**src/rtl/perceptron_pkg.sv**
```systemverilog
// Shared types and constants for the N-input fixed-point perceptron.
package perceptron_pkg;

  typedef enum logic [2:0] {
    LOAD_W,
    LOAD_N,
    LOAD_X,
    MAC,
    CHECK,
    UPD,
    FIN
  } pstate_t;

  // Readback codes beyond the weight window w[0..N_IN].
  function automatic int sel_n_code(input int n_in);
    return n_in + 1;
  endfunction

  function automatic int sel_acc_code(input int n_in);
    return n_in + 2;
  endfunction

  // Fixed-point 1.0 for a given number of fraction bits.
  function automatic int one_val(input int frac);
    return 1 << frac;
  endfunction

endpackage

```
**src/rtl/perceptron_fxmac.sv**
```systemverilog
// Combinational saturating fixed-point multiply-accumulate: y = sat_add(c, fxmul(a, b)).
module perceptron_fxmac #(
  parameter int W    = 8,
  parameter int FRAC = 3
) (
  input  logic signed [W-1:0] a,
  input  logic signed [W-1:0] b,
  input  logic signed [W-1:0] c,
  output logic signed [W-1:0] y
);

  localparam logic signed [W-1:0]   MAXV  = {1'b0, {(W-1){1'b1}}};
  localparam logic signed [W-1:0]   MINV  = {1'b1, {(W-1){1'b0}}};
  localparam logic signed [2*W-1:0] PMAXV = (2*W)'(MAXV);
  localparam logic signed [2*W-1:0] PMINV = (2*W)'(MINV);

  logic signed [2*W-1:0] prod;
  logic signed [2*W-1:0] shifted;
  logic signed [W-1:0]   mul_sat;
  logic signed [W:0]     sum;

  always_comb begin
    prod    = (2*W)'(a) * (2*W)'(b);
    // Arithmetic shift truncates toward -inf before clamping.
    shifted = prod >>> FRAC;
    if (shifted > PMAXV) begin
      mul_sat = MAXV;
    end else if (shifted < PMINV) begin
      mul_sat = MINV;
    end else begin
      mul_sat = shifted[W-1:0];
    end
    sum = {c[W-1], c} + {mul_sat[W-1], mul_sat};
    if (sum[W] != sum[W-1]) begin
      y = sum[W] ? MINV : MAXV;
    end else begin
      y = sum[W-1:0];
    end
  end

endmodule

```
**src/rtl/perceptron_n.sv**
```systemverilog
// N-input fixed-point perceptron: serial load, sequential MAC, single-pass learning update.
module perceptron_n
  import perceptron_pkg::*;
#(
  parameter int N_IN = 4,
  parameter int W    = 8,
  parameter int FRAC = 3,
  parameter int SW   = $clog2(N_IN + 3)
) (
  input  logic          clk,
  input  logic          reset_l,
  input  logic          go,
  input  logic          update,
  input  logic          correct,
  input  logic [SW-1:0] sel_out,
  input  logic [W-1:0]  in_val,
  output logic          done,
  output logic          classification,
  output logic          sync,
  output logic          busy,
  output logic [W-1:0]  out_val
);

  localparam int IW = $clog2(N_IN + 1);
  localparam logic [IW-1:0]   IDX_LAST_W = IW'(N_IN);
  localparam logic [IW-1:0]   IDX_LAST_X = IW'(N_IN - 1);
  localparam logic [SW-1:0]   SEL_N      = SW'(sel_n_code(N_IN));
  localparam logic [SW-1:0]   SEL_ACC    = SW'(sel_acc_code(N_IN));
  localparam logic signed [W-1:0] ONE    = W'(one_val(FRAC));
  localparam logic signed [W-1:0] MAXV   = {1'b0, {(W-1){1'b1}}};
  localparam logic signed [W-1:0] MINV   = {1'b1, {(W-1){1'b0}}};

  pstate_t             state;
  logic [IW-1:0]       idx;
  logic signed [W-1:0] w [N_IN+1];
  logic signed [W-1:0] x [N_IN];
  logic signed [W-1:0] n;
  logic signed [W-1:0] acc;

  logic signed [W-1:0] w_cur, w_next, x_cur, x_prev;
  logic signed [W-1:0] nd, xe;
  logic signed [W-1:0] op_a, op_b, op_c, fx_y;
  logic                mac_pos;
  logic                no_upd;

  // Index-selected operands built as explicit muxes so no index exceeds its array.
  always_comb begin
    w_cur  = '0;
    w_next = '0;
    x_cur  = '0;
    x_prev = '0;
    for (int unsigned i = 0; i <= N_IN; i++) begin
      if (idx == IW'(i)) w_cur = w[i];
    end
    for (int unsigned i = 1; i <= N_IN; i++) begin
      if (idx == IW'(i - 1)) w_next = w[i];
    end
    for (int unsigned i = 0; i < N_IN; i++) begin
      if (idx == IW'(i))     x_cur  = x[i];
      if (idx == IW'(i + 1)) x_prev = x[i];
    end
  end

  always_comb begin
    nd = correct ? n : ((n == MINV) ? MAXV : -n);
    xe = (idx == '0) ? ONE : x_prev;
    if (state == UPD) begin
      op_a = nd;
      op_b = xe;
      op_c = w_cur;
    end else begin
      op_a = w_next;
      op_b = x_cur;
      op_c = acc;
    end
  end

  perceptron_fxmac #(.W(W), .FRAC(FRAC)) u_fxmac (
    .a(op_a),
    .b(op_b),
    .c(op_c),
    .y(fx_y)
  );

  assign mac_pos = !fx_y[W-1] && (fx_y != '0);
  assign no_upd  = !update || (mac_pos == correct);

  assign sync = reset_l && go &&
                ((state == LOAD_W) || (state == LOAD_N) || (state == LOAD_X));

  always_comb begin
    out_val = '0;
    for (int unsigned i = 0; i <= N_IN; i++) begin
      if (sel_out == SW'(i)) out_val = w[i];
    end
    if (sel_out == SEL_N)   out_val = n;
    if (sel_out == SEL_ACC) out_val = acc;
  end

  always_ff @(posedge clk or negedge reset_l) begin
    if (!reset_l) begin
      state          <= LOAD_W;
      idx            <= '0;
      n              <= '0;
      acc            <= '0;
      done           <= 1'b0;
      classification <= 1'b0;
      busy           <= 1'b0;
      for (int unsigned i = 0; i <= N_IN; i++) w[i] <= '0;
      for (int unsigned i = 0; i < N_IN; i++)  x[i] <= '0;
    end else begin
      done <= 1'b0;
      case (state)
        LOAD_W: if (go) begin
          for (int unsigned i = 0; i <= N_IN; i++) begin
            if (idx == IW'(i)) w[i] <= in_val;
          end
          if (idx == IDX_LAST_W) begin
            idx   <= '0;
            state <= LOAD_N;
          end else begin
            idx <= idx + 1'b1;
          end
        end
        LOAD_N: if (go) begin
          n     <= in_val;
          idx   <= '0;
          state <= LOAD_X;
        end
        LOAD_X: if (go) begin
          for (int unsigned i = 0; i < N_IN; i++) begin
            if (idx == IW'(i)) x[i] <= in_val;
          end
          if (idx == IDX_LAST_X) begin
            idx   <= '0;
            acc   <= w[0];
            busy  <= 1'b1;
            state <= MAC;
          end else begin
            idx <= idx + 1'b1;
          end
        end
        // done is registered, so the CHECK outcome is decided on the last MAC edge.
        MAC: begin
          acc <= fx_y;
          if (idx == IDX_LAST_X) begin
            idx            <= '0;
            classification <= mac_pos;
            done           <= no_upd;
            state          <= CHECK;
          end else begin
            idx <= idx + 1'b1;
          end
        end
        CHECK: begin
          if (!update || (classification == correct)) begin
            busy  <= 1'b0;
            state <= LOAD_X;
          end else begin
            idx   <= '0;
            state <= UPD;
          end
        end
        UPD: begin
          for (int unsigned i = 0; i <= N_IN; i++) begin
            if (idx == IW'(i)) w[i] <= fx_y;
          end
          if (idx == IDX_LAST_W) begin
            idx   <= '0;
            done  <= 1'b1;
            state <= FIN;
          end else begin
            idx <= idx + 1'b1;
          end
        end
        FIN: begin
          busy  <= 1'b0;
          state <= LOAD_X;
        end
        default: state <= LOAD_W;
      endcase
    end
  end

endmodule

```
**config.mk**
```make
export PLATFORM = sky130hd
export DESIGN_NAME = perceptron_n
export DESIGN_NICKNAME = d
export VERILOG_FILES = /design/src/rtl/perceptron_pkg.sv /design/src/rtl/perceptron_fxmac.sv /design/src/rtl/perceptron_n.sv
export SDC_FILE = /design/constraint.sdc
export NUM_CORES = 1
export LEC_CHECK = 0
export ABC_AREA = 1
export CORE_MARGIN = 4
export CORE_UTILIZATION = 36
export CTS_CLUSTER_SIZE = 30
export DETAILED_ROUTE_END_ITERATION = 6
export HOLD_SLACK_MARGIN = 0.03
export SETUP_SLACK_MARGIN = 0.1
export SLEW_MARGIN = 20
export SYNTH_ARGS = -nofsm -noshare
export SYNTH_HDL_FRONTEND = slang
export SYNTH_SLANG_ARGS = --single-unit
```
**constraint.sdc**
```tcl
create_clock -name clk -period 8.8 [get_ports clk]
set_clock_uncertainty 0.15 [all_clocks]
set_input_delay 1.76 -clock clk [delete_from_list [all_inputs] [get_ports clk]]
set_output_delay 1.76 -clock clk [all_outputs]
set_load 0.01 [all_outputs]
```
### After elaboration in Yosys (flattened, before gate mapping)

Cells that the tools add are included.
Widths: inputs -> output; s select.

| storage, ports and cells | value |
|---|---|
| memories kept | 0 |
| bits in latches | 0 |
| bits in read-only memories | 0 |
| flip-flop bits (word level) | 97 |
| RAM bits | 0 |
| word-level logic and storage cells | 163 |

| operators by class | value |
|---|---|
| shift-type cells | 0 |
| divide/modulo/power cells | 0 |
| multiply operators | 1 |
| $add $sub $neg | 3 |
| bitwise gates (word level) | 0 |
| order comparisons | 2 |
| muxes and demuxes | 72 |
| reductions and logical operators | 32 |
| equal/unequal tests | 37 |

Operators by type and width:

| kind | number |
|---|---|
| $mux 8 | 46 |
| $pmux 40 s2 | 1 |
| $mux 3 | 14 |
| $mux 40 | 1 |
| $reduce_and 4->1 | 6 |
| $eq 3x3->1 const B | 7 |
| $pmux 3 s7 | 1 |
| $eq 3x2->1 const B | 6 |
| $ne 2x1->1 const B | 9 |
| $pmux 3 s6 | 1 |
| $mul 8x8->16 | 1 |
| $ne 2x2->1 const B | 8 |
| $pmux 8 s2 | 1 |
| $reduce_and 3->1 | 5 |
| $gt 13x8->1 const B | 1 |
| $lt 13x8->1 const B | 1 |
| $add 8x8->9 | 1 |
| $eq 3x1->1 const B | 3 |
| $logic_not 3->1 | 3 |
| $eq 8x8->1 const B | 1 |
| $neg 8->8 | 1 |
| $reduce_bool 8->1 | 1 |
| $reduce_and 7->1 | 1 |
| $reduce_bool 6->1 | 1 |
| 13 further kinds | 26 |

### Longest topological paths before layout

Gate-level depths: netlist of the first run.

| depth | value |
|---|---|
| depth after elaboration | 20 |
| gate-level depth with buffers | 57 |

### Cells and area by module

Synthesis of the first run repeated with hierarchy kept, for this count alone.

| second synthesis, totals | value |
|---|---|
| cell total of the unflattened synthesis | 1445 |
| area total of the unflattened synthesis | 9555.4 um^2 |

Modules (own cells, without submodules):

| module | area an instance (um^2) | instances | cells each |
|---|---|---|---|
| perceptron_n | 6276.0 | 1 | 954 |
| perceptron_fxmac | 3279.4 | 1 | 491 |

### Least setup slack after synthesis of the first run

OpenSTA, ideal clock, no wires.

| timing path | value |
|---|---|
| path kind | input -> register |
| from | in correct |
| to | reg classification |
| data arrival time | 8.533 ns |
| setup slack | -0.002 ns |
| library setup time | 0.119 ns |
| required time | 8.531 ns |
| stages | 47 |
| path buffers | 1 |
| cell sequence | buf_2 inv_1 o21ai_1 o21ai_1 a21oi_1 o21ai_2 nand2_2 inv_2 nor2_1 fa_1 inv_1 fa_1 inv_1 fa_1 inv_1 fa_1 inv_1 ha_1 [... 11 more ...] fa_1 nand3_1 nand3_1 nand2_1 nand3_1 nand2_1 inv_1 ha_1 inv_1 nand3_1 nand2_1 inv_1 nand2_1 nor2_1 nand2_1 nand2_1 nand2_1 o21a_1 |

| on the way | value |
|---|---|
| cells in the longest elaborated chain, start to end | 11 |
| elaborated cells on any way between the ends | 14 |
| classes of those cells | add/sub: 1; mul: 1; order compare: 2; eq/ne: 1; mux: 6; reduce/logical: 3 |

RTL lines:

| what | line | source |
|---|---|---|
| from (decl) | perceptron_n.sv:14 | `input logic correct,` |
| $mux 8 * | perceptron_n.sv:65 | `nd = correct ? n : ((n == MINV) ? MAXV : -n);` |
| $mux 8 * | perceptron_n.sv:67 | `if (state == UPD) begin` |
| $mul 8x8->16 * | perceptron_fxmac.sv:23 | `prod = (2*W)'(a) * (2*W)'(b);` |
| $lt 13x8->1 | perceptron_fxmac.sv:28 | `end else if (shifted < PMINV) begin` |
| $mux 8 | perceptron_fxmac.sv:28 |  |
| $mux 8 * | perceptron_fxmac.sv:26 | `if (shifted > PMAXV) begin` |
| $add 8x8->9 * | perceptron_fxmac.sv:33 | `sum = {c[W-1], c} + {mul_sat[W-1], mul_sat};` |
| $mux 8 / $ne 1x1->1 (equally long branches) | perceptron_fxmac.sv:35, perceptron_fxmac.sv:34 |  |
| $mux 8 * | perceptron_fxmac.sv:34 | `if (sum[W] != sum[W-1]) begin` |
| $reduce_bool 8->1 / $logic_not 1->1 (equally long branches) | perceptron_n.sv:85 | `assign mac_pos = !fx_y[W-1] && (fx_y != '0);` |
| $logic_and 1x1->1 * | perceptron_n.sv:85 |  |
| to (signal assigned) | perceptron_n.sv:148 | `classification <= mac_pos;` |
| to (decl) | perceptron_n.sv:18 | `output logic classification,` |

Every way passes the cells marked *; elsewhere a longest branch is shown, timed or not.
A chain may end at the register's enable or synchronous reset.

### Worst setup path in the final report of the first run

| timing path | value |
|---|---|
| from | in correct |
| to | reg w[26] (netlist bit) |

| on the way | value |
|---|---|
| cells in the longest elaborated chain, start to end | 11 |
| elaborated cells on any way between the ends | 13 |
| classes of those cells | add/sub: 1; mul: 1; order compare: 2; eq/ne: 1; mux: 8 |

RTL lines:

| what | line | source |
|---|---|---|
| $mux 8 * | perceptron_n.sv:65 |  |
| $mux 8 * | perceptron_n.sv:67 |  |
| $mul 8x8->16 * | perceptron_fxmac.sv:23 |  |
| $lt 13x8->1 | perceptron_fxmac.sv:28 |  |
| $mux 8 | perceptron_fxmac.sv:28 |  |
| $mux 8 * | perceptron_fxmac.sv:26 |  |
| $add 8x8->9 * | perceptron_fxmac.sv:33 |  |
| $mux 8 / $ne 1x1->1 (equally long branches) | perceptron_fxmac.sv:35, perceptron_fxmac.sv:34 |  |
| $mux 8 * | perceptron_fxmac.sv:34 |  |
| $mux 8 * | perceptron_n.sv:166 | `if (idx == IW'(i)) w[i] <= fx_y;` |
| $pmux 40 s2 * | perceptron_n.sv:113 | `case (state)` |
| to (signal, indexed assignment) | perceptron_n.sv:116 | `if (idx == IW'(i)) w[i] <= in_val;` |
| to (signal, indexed assignment) | perceptron_n.sv:166 |  |
| to (decl) | perceptron_n.sv:35 | `logic signed [W-1:0] w [N_IN+1];` |

Every way passes the cells marked *; elsewhere a longest branch is shown, timed or not. The select of a mux whose other input is x is not followed.

==> reports/qor.txt, run 1 <==
die extent in y -> 170 um
initial core utilization -> 0.365
remaining antenna violation count after routing -> 0
number of vias per cell -> 5.20
combinational family with the most area after synthesis -> simple AND/OR/NAND/NOR gates
total number of nets in the final design -> 1485
required time at the worst-slack endpoint -> 8880 ps
unrepaired setup endpoints after global routing -> false
final worst path period need -> 8390 ps
diodes inserted -> 0
initial DRC count -> 746
total congestion overflow after global routing -> 0
area used by sequential logic in the layout -> 2430 sq um
max_cap viols -> 0
final weighted congestion of routability-driven global placement -> 0.946
count of endpoints failing setup in the final report -> 0
Root Buffer -> sky130_fd_sc_hd__clkbuf_16
Die Area -> 29000 sq um
largest net degree at the start of global routing -> 57
endpoint kind of the worst setup timing path -> register
largest area contributor in the netlist -> sky130_fd_sc_hd__dfrtp_1
total negative slack for setup checks -> 0 ps
leading cell type in the layout, fill and taps excluded -> sky130_fd_sc_hd__nand2_1
wire length of the first global-routing pass -> 47100 um
Worst Path Arrival -> 8470 ps
sequential share of the synthesized area -> 0.256
slowest cell delay on critical path -> 550 ps
Top cell by count, worst path -> sky130_fd_sc_hd__nand2_1
detailed-placement wirelength estimate -> 22500 um
1st-pass router iterations -> 5
hold buffers post-CTS -> 0
post-synthesis sequential element count -> 97
total clock buffers created by CTS -> 9
number of global-route vias before repair -> 8679
insertion delay to the later sink of the worst-skew pair -> 360 ps
synthesized-area fraction occupied by and/or/nand/nor cells -> 0.223
most area-consuming cells after synthesis -> sky130_fd_sc_hd__dfrtp_1, sky130_fd_sc_hd__fa_1, sky130_fd_sc_hd__nand2_1, sky130_fd_sc_hd__inv_1, sky130_fd_sc_hd__ha_1
clk sink count -> 97
core area -> 26000 sq um
post-route DRC violation count -> 0
number of max-slew violations in the final report -> 0
post-synthesis average cell area -> 7.57 sq um
run status -> completed
I/O Buffers -> 27
clock slew at reported path FFs -> 80 ps
worst setup path class -> in2reg
mux share of post-synthesis cell area -> 0
TritonCTS clock tree -> done
cell with the biggest individual delay on the critical path -> sky130_fd_sc_hd__fa_1
pin slew with the least headroom to its limit -> 748 ps
Die X-Extent -> 170 um
share of the clock period used by the worst path -> 0.953
Netlist cell types -> 53
endpoints failing hold -> 0
worst hold path class -> reg2reg
gate count after technology mapping -> 1252
number of warnings issued by yosys -> 0
final routed wirelength across all metal layers -> 29200 um
fraction of final layout cells with drive strength greater than 1 -> 0.255
I/O pins -> 28
Compound-Gate Fraction of Synth Area -> 0.202
post-synthesis cell area -> 9470 sq um
Max transition margin -> 0.501
xor/xnor cell area share of the yosys netlist -> 0.0185
fillcell total -> 2621
Peak Freq -> 0.119 GHz
Synth Area in Adders -> 0.180
detail-routed net length per standard cell -> 17.1 um
initial antenna violation count -> 0
area growth from synthesis to layout -> 22.4%
via total after detailed routing -> 8877
Max clock buf depth -> 2
number of enable flip-flop cells after synthesis -> 0
proportion of netlist area held by the largest area contributor -> 0.256
Critical Path Fanout Max -> 7
number of rows created at floorplan -> 59
Post-synth top flop -> sky130_fd_sc_hd__dfrtp_1
CTS H-tree lvls -> 3
leading cell types in the layout, fill and taps excluded -> sky130_fd_sc_hd__nand2_1, sky130_fd_sc_hd__inv_1, sky130_fd_sc_hd__buf_4
area of the multi-input gates -> 6390 sq um
startpoint type of the worst setup path -> primary input
GRT Total Usage -> 0.205
Post-synth ARST share -> 1.00
syn_nets -> 1370
==> cells in the mapped netlist (2+ instances only) <==
cell,n
sky130_fd_sc_hd__a2111oi_0,5
sky130_fd_sc_hd__a211oi_1,2
sky130_fd_sc_hd__a21oi_1,43
sky130_fd_sc_hd__a21oi_2,2
sky130_fd_sc_hd__a221o_1,4
sky130_fd_sc_hd__a31oi_1,4
sky130_fd_sc_hd__buf_2,17
sky130_fd_sc_hd__buf_4,3
sky130_fd_sc_hd__buf_6,8
sky130_fd_sc_hd__clkbuf_1,4
sky130_fd_sc_hd__dfrtp_1,97
sky130_fd_sc_hd__fa_1,57
sky130_fd_sc_hd__ha_1,45
sky130_fd_sc_hd__inv_1,200
sky130_fd_sc_hd__inv_2,37
sky130_fd_sc_hd__inv_4,3
sky130_fd_sc_hd__nand2_1,252
sky130_fd_sc_hd__nand2_2,12
sky130_fd_sc_hd__nand2_4,8
sky130_fd_sc_hd__nand3_1,55
sky130_fd_sc_hd__nand3_2,6
sky130_fd_sc_hd__nand4_1,6
sky130_fd_sc_hd__nor2_1,83
sky130_fd_sc_hd__nor2_2,11
sky130_fd_sc_hd__nor2_4,7
sky130_fd_sc_hd__nor3_1,12
sky130_fd_sc_hd__nor3_2,4
sky130_fd_sc_hd__nor3_4,2
sky130_fd_sc_hd__o2111ai_1,4
sky130_fd_sc_hd__o211ai_1,14
sky130_fd_sc_hd__o211ai_2,9
sky130_fd_sc_hd__o21a_1,4
sky130_fd_sc_hd__o21ai_0,84
sky130_fd_sc_hd__o21ai_1,56
sky130_fd_sc_hd__o21ai_2,27
sky130_fd_sc_hd__o221ai_1,5
sky130_fd_sc_hd__o221ai_2,2
sky130_fd_sc_hd__o22ai_1,23
sky130_fd_sc_hd__o31ai_1,3
sky130_fd_sc_hd__xnor2_1,9
sky130_fd_sc_hd__xor2_1,11
==> layout make-up <==
type	count	share of cell area
Sequential cell	97	0.209
Multi-Input combinational cell	882	0.551
Clock inverter	7	0.00701
Tap cell	335	0.0361
Inverter	240	0.0801
Timing Repair Buffer	137	0.0972
Clock buffer	9	0.0194
==> metrics by stage <==
step / setup WS, ps / area, sq um / hold WS, ps / util / std cells
finish: 414 / 11600 / 332 / 0.446 / 1707
global route: 21.5 / 11600 / 352 / 0.446 / 1707
CTS: 106 / 11100 / 337 / 0.428 / 1696
detailed placement: -912 / 10700 / 317 / 0.412 / 1678
global placement: -799 / 10700 / 317 / 0.412 / 1678
floorplan: 118 / 9490 / 305 / - / 1252
==> routing by layer <==
metal | wire length (um) | global-route usage
met2 | 13500 | 0.328
met1 | 13100 | 0.287
met5 | 0 | 0
met4 | 752 | 0.0531
met3 | 1920 | 0.0376
==> final timing paths <==
path	from	endpoint	cells after the start	slack, ps
worst min register to register	x[12]	x[12]	2	330
worst max-delay path	correct	w[26]	43	410
min in group asynchronous	reset_l	idx[0]	1	1220
max in group asynchronous	reset_l	n[2]	2	6100
worst max register to register	idx[1]	w[26]	48	540
worst min-delay path	x[12]	x[12]	2	330
==> critical path: cells and delay by family <==
kind / cells / cell delay, ps
buffers and inverters: 10 / 960
and+or+nand+nor: 18 / 1530
adders and majority gates: 7 / 2900
xor gates and xnor gates: 3 / 570
AOI/OAI and AO/OA: 5 / 730
==> kinds of logic after synthesis <==
| kind of cell | count (synthesis) |
|---|---|
| XOR/XNOR | 20 |
| AO/OA/AOI/OAI | 298 |
| AND/OR/NAND/NOR | 462 |
| adder cells (fa/ha/maj) | 102 |
| flip-flops | 97 |
| buffers and inverters | 273 |
==> sequential cells by signal, summed over array words and instances, names as in the netlist <==
register	flops
busy	1
done	1
acc	8
x	32
w	40
idx	3
state	3
n	8
classification	1
==> timing repair <==
item                                    in CTS  in global routing
hold endpoints to repair                     0                  0
resized for setup                           25                 97
setup buffers                                2                 11
pin swaps                                    7                 64
endpoints found under the setup margin      50                 50
Power of run 1 is not shown: default switching activity piles up to over one toggle a cycle in this logic, so the estimate is an artifact.
==> run 2, diff against run 1 <==
--- a/config.mk
+++ b/config.mk
@@ -11,6 +11,7 @@
 export CTS_CLUSTER_SIZE = 30
 export DETAILED_ROUTE_END_ITERATION = 6
 export HOLD_SLACK_MARGIN = 0.03
+export PLACE_DENSITY = 0.61
 export SETUP_SLACK_MARGIN = 0.1
 export SLEW_MARGIN = 20
 export SYNTH_ARGS = -nofsm -noshare
==> run 2 against run 1 <==
  * Maximum frequency increased by 0.49%
  * Routed wire length is 0.83% lower
  * Worst hold slack improved by 5.0 ps
  * Critical path type unchanged
==> reports/qor.txt, run 2 (synthesized netlist as in run 1, its figures left out) <==
run status -> completed
share of the clock period used by the worst path -> 0.948
max_cap viols -> 0
worst reg2reg path depth -> 48
count of endpoints failing setup in the final report -> 0
final routed wirelength across all metal layers -> 29000 um
fraction of final layout cells with drive strength greater than 1 -> 0.263
Root Buffer -> sky130_fd_sc_hd__clkbuf_16
required time at the worst-slack endpoint -> 8890 ps
detailed-placement wirelength estimate -> 22000 um
total number of nets in the final design -> 1482
initial core utilization -> 0.365
cell with the biggest individual delay on the critical path -> sky130_fd_sc_hd__fa_1
final weighted congestion of routability-driven global placement -> 0.934
total clock buffers created by CTS -> 9
Max clock buf depth -> 2
Top cell by count, worst path -> sky130_fd_sc_hd__nand2_1
Top Registers -> w: 40 flops, x: 32 flops
Worst Path Arrival -> 8430 ps
detail-routed net length per standard cell -> 17.0 um
initial antenna violation count -> 0
depth of the critical timing path with buffers and inverters included -> 47
post-route DRC violation count -> 0
startpoint of the worst setup timing path -> correct
initial DRC count -> 903
Die Area -> 29000 sq um
via total after detailed routing -> 8837
number of max-slew violations in the final report -> 0
TritonCTS clock tree -> done
post-route core utilization -> 0.448
Largest register FFs -> 40
destination of the critical timing path -> acc[6]
total congestion overflow after global routing -> 0
die extent in y -> 170 um
Post-Layout Cell Count -> 1704
terminus of the critical flop-to-flop path -> acc[6]
I/O Buffers -> 27
1st-pass router iterations -> 6
area growth from synthesis to layout -> 22.9%
GRT Total Usage -> 0.200
endpoints failing hold -> 0
Critical Path Fanout Max -> 6
I/O pins -> 28
unrepaired setup endpoints after global routing -> false
diodes inserted -> 0
worst setup path class -> in2reg
Die X-Extent -> 170 um
number of rows created at floorplan -> 59
largest net degree at the start of global routing -> 57
Max transition margin -> 0.478
leading cell type in the layout, fill and taps excluded -> sky130_fd_sc_hd__nand2_1
startpoint type of the worst setup path -> primary input
core area -> 26000 sq um
placed cell count -> 1674
pin slew with the least headroom to its limit -> 783 ps
launch point of the worst reg-to-reg path -> idx[1]
final worst path period need -> 8350 ps
worst hold path class -> reg2reg
register-to-register path setup slack -> 620 ps
remaining antenna violation count after routing -> 0
crit path buf inv count -> 13
Peak Freq -> 0.120 GHz
number of global-route vias before repair -> 8493
wire length of the first global-routing pass -> 46000 um
Top Family by Delay on Critical Path -> adder cells
slowest cell delay on critical path -> 530 ps
number of vias per cell -> 5.19
clock slew at reported path FFs -> 70 ps
Biggest register -> w
CTS H-tree lvls -> 3
endpoint kind of the worst setup timing path -> register
insertion delay to the later sink of the worst-skew pair -> 370 ps
leading cell types in the layout, fill and taps excluded -> sky130_fd_sc_hd__nand2_1, sky130_fd_sc_hd__inv_1, sky130_fd_sc_hd__buf_4
clk sink count -> 97
## run 2: worst min-delay path, cell delays in order, from the launching register on
cell and delay, ps:
sky130_fd_sc_hd__dfrtp_1 350, sky130_fd_sc_hd__nand2_1 60, sky130_fd_sc_hd__o21ai_2 50
## run 2: worst min-delay path by stage
stage | startpoint | end | slack, ps | depth (start not counted)
4_1_cts | x[25] | x[25] | 340 | 2
3_3_place_gp | x[25] | x[25] | 310 | 2
6_report | x[25] | x[25] | 340 | 2
5_1_grt | x[25] | x[25] | 360 | 2
2_1_floorplan | x[0] | x[0] | 300 | 2
3_5_place_dp | x[25] | x[25] | 320 | 2
## run 2: per-stage QoR
step / TNS (ps) / hold slack [ps] / cell area [sq um] / setup WS [ps]
after global routing: 0 / 364 / 11600 / 24.6
after floorplan: 0 / 305 / 9490 / 118
after CTS: 0 / 338 / 11100 / 115
after detailed placement: -34920 / 320 / 10700 / -790
final: 0 / 337 / 11600 / 455
after global placement: -31250 / 315 / 10700 / -713
## run 2: repair_timing
item / CTS / global route
hold buffers: 0 / 0
setup endpoints to repair: 50 / 50
pin swaps: 4 / 70
buffers inserted: 3 / 11
gates resized for setup: 20 / 114
## run 2: final cells by class
type                            instances  area (sq um)
Tap cell                              335           419
Sequential cell                        97          2430
Multi-Input combinational cell        882          6430
Clock inverter                          7           124
Clock buffer                            9           225
Timing Repair Buffer                  134          1100
Inverter                              240           918
Fill cell                            2585         14300
## run 2: layer usage
layer | GRT usage | share of wire
met3 | 0.0437 | 0.069
met1 | 0.277 | 0.45
met5 | 0 | 0
met4 | 0.0531 | 0.020
met2 | 0.318 | 0.46
Power of run 2 is left out for the same reason.
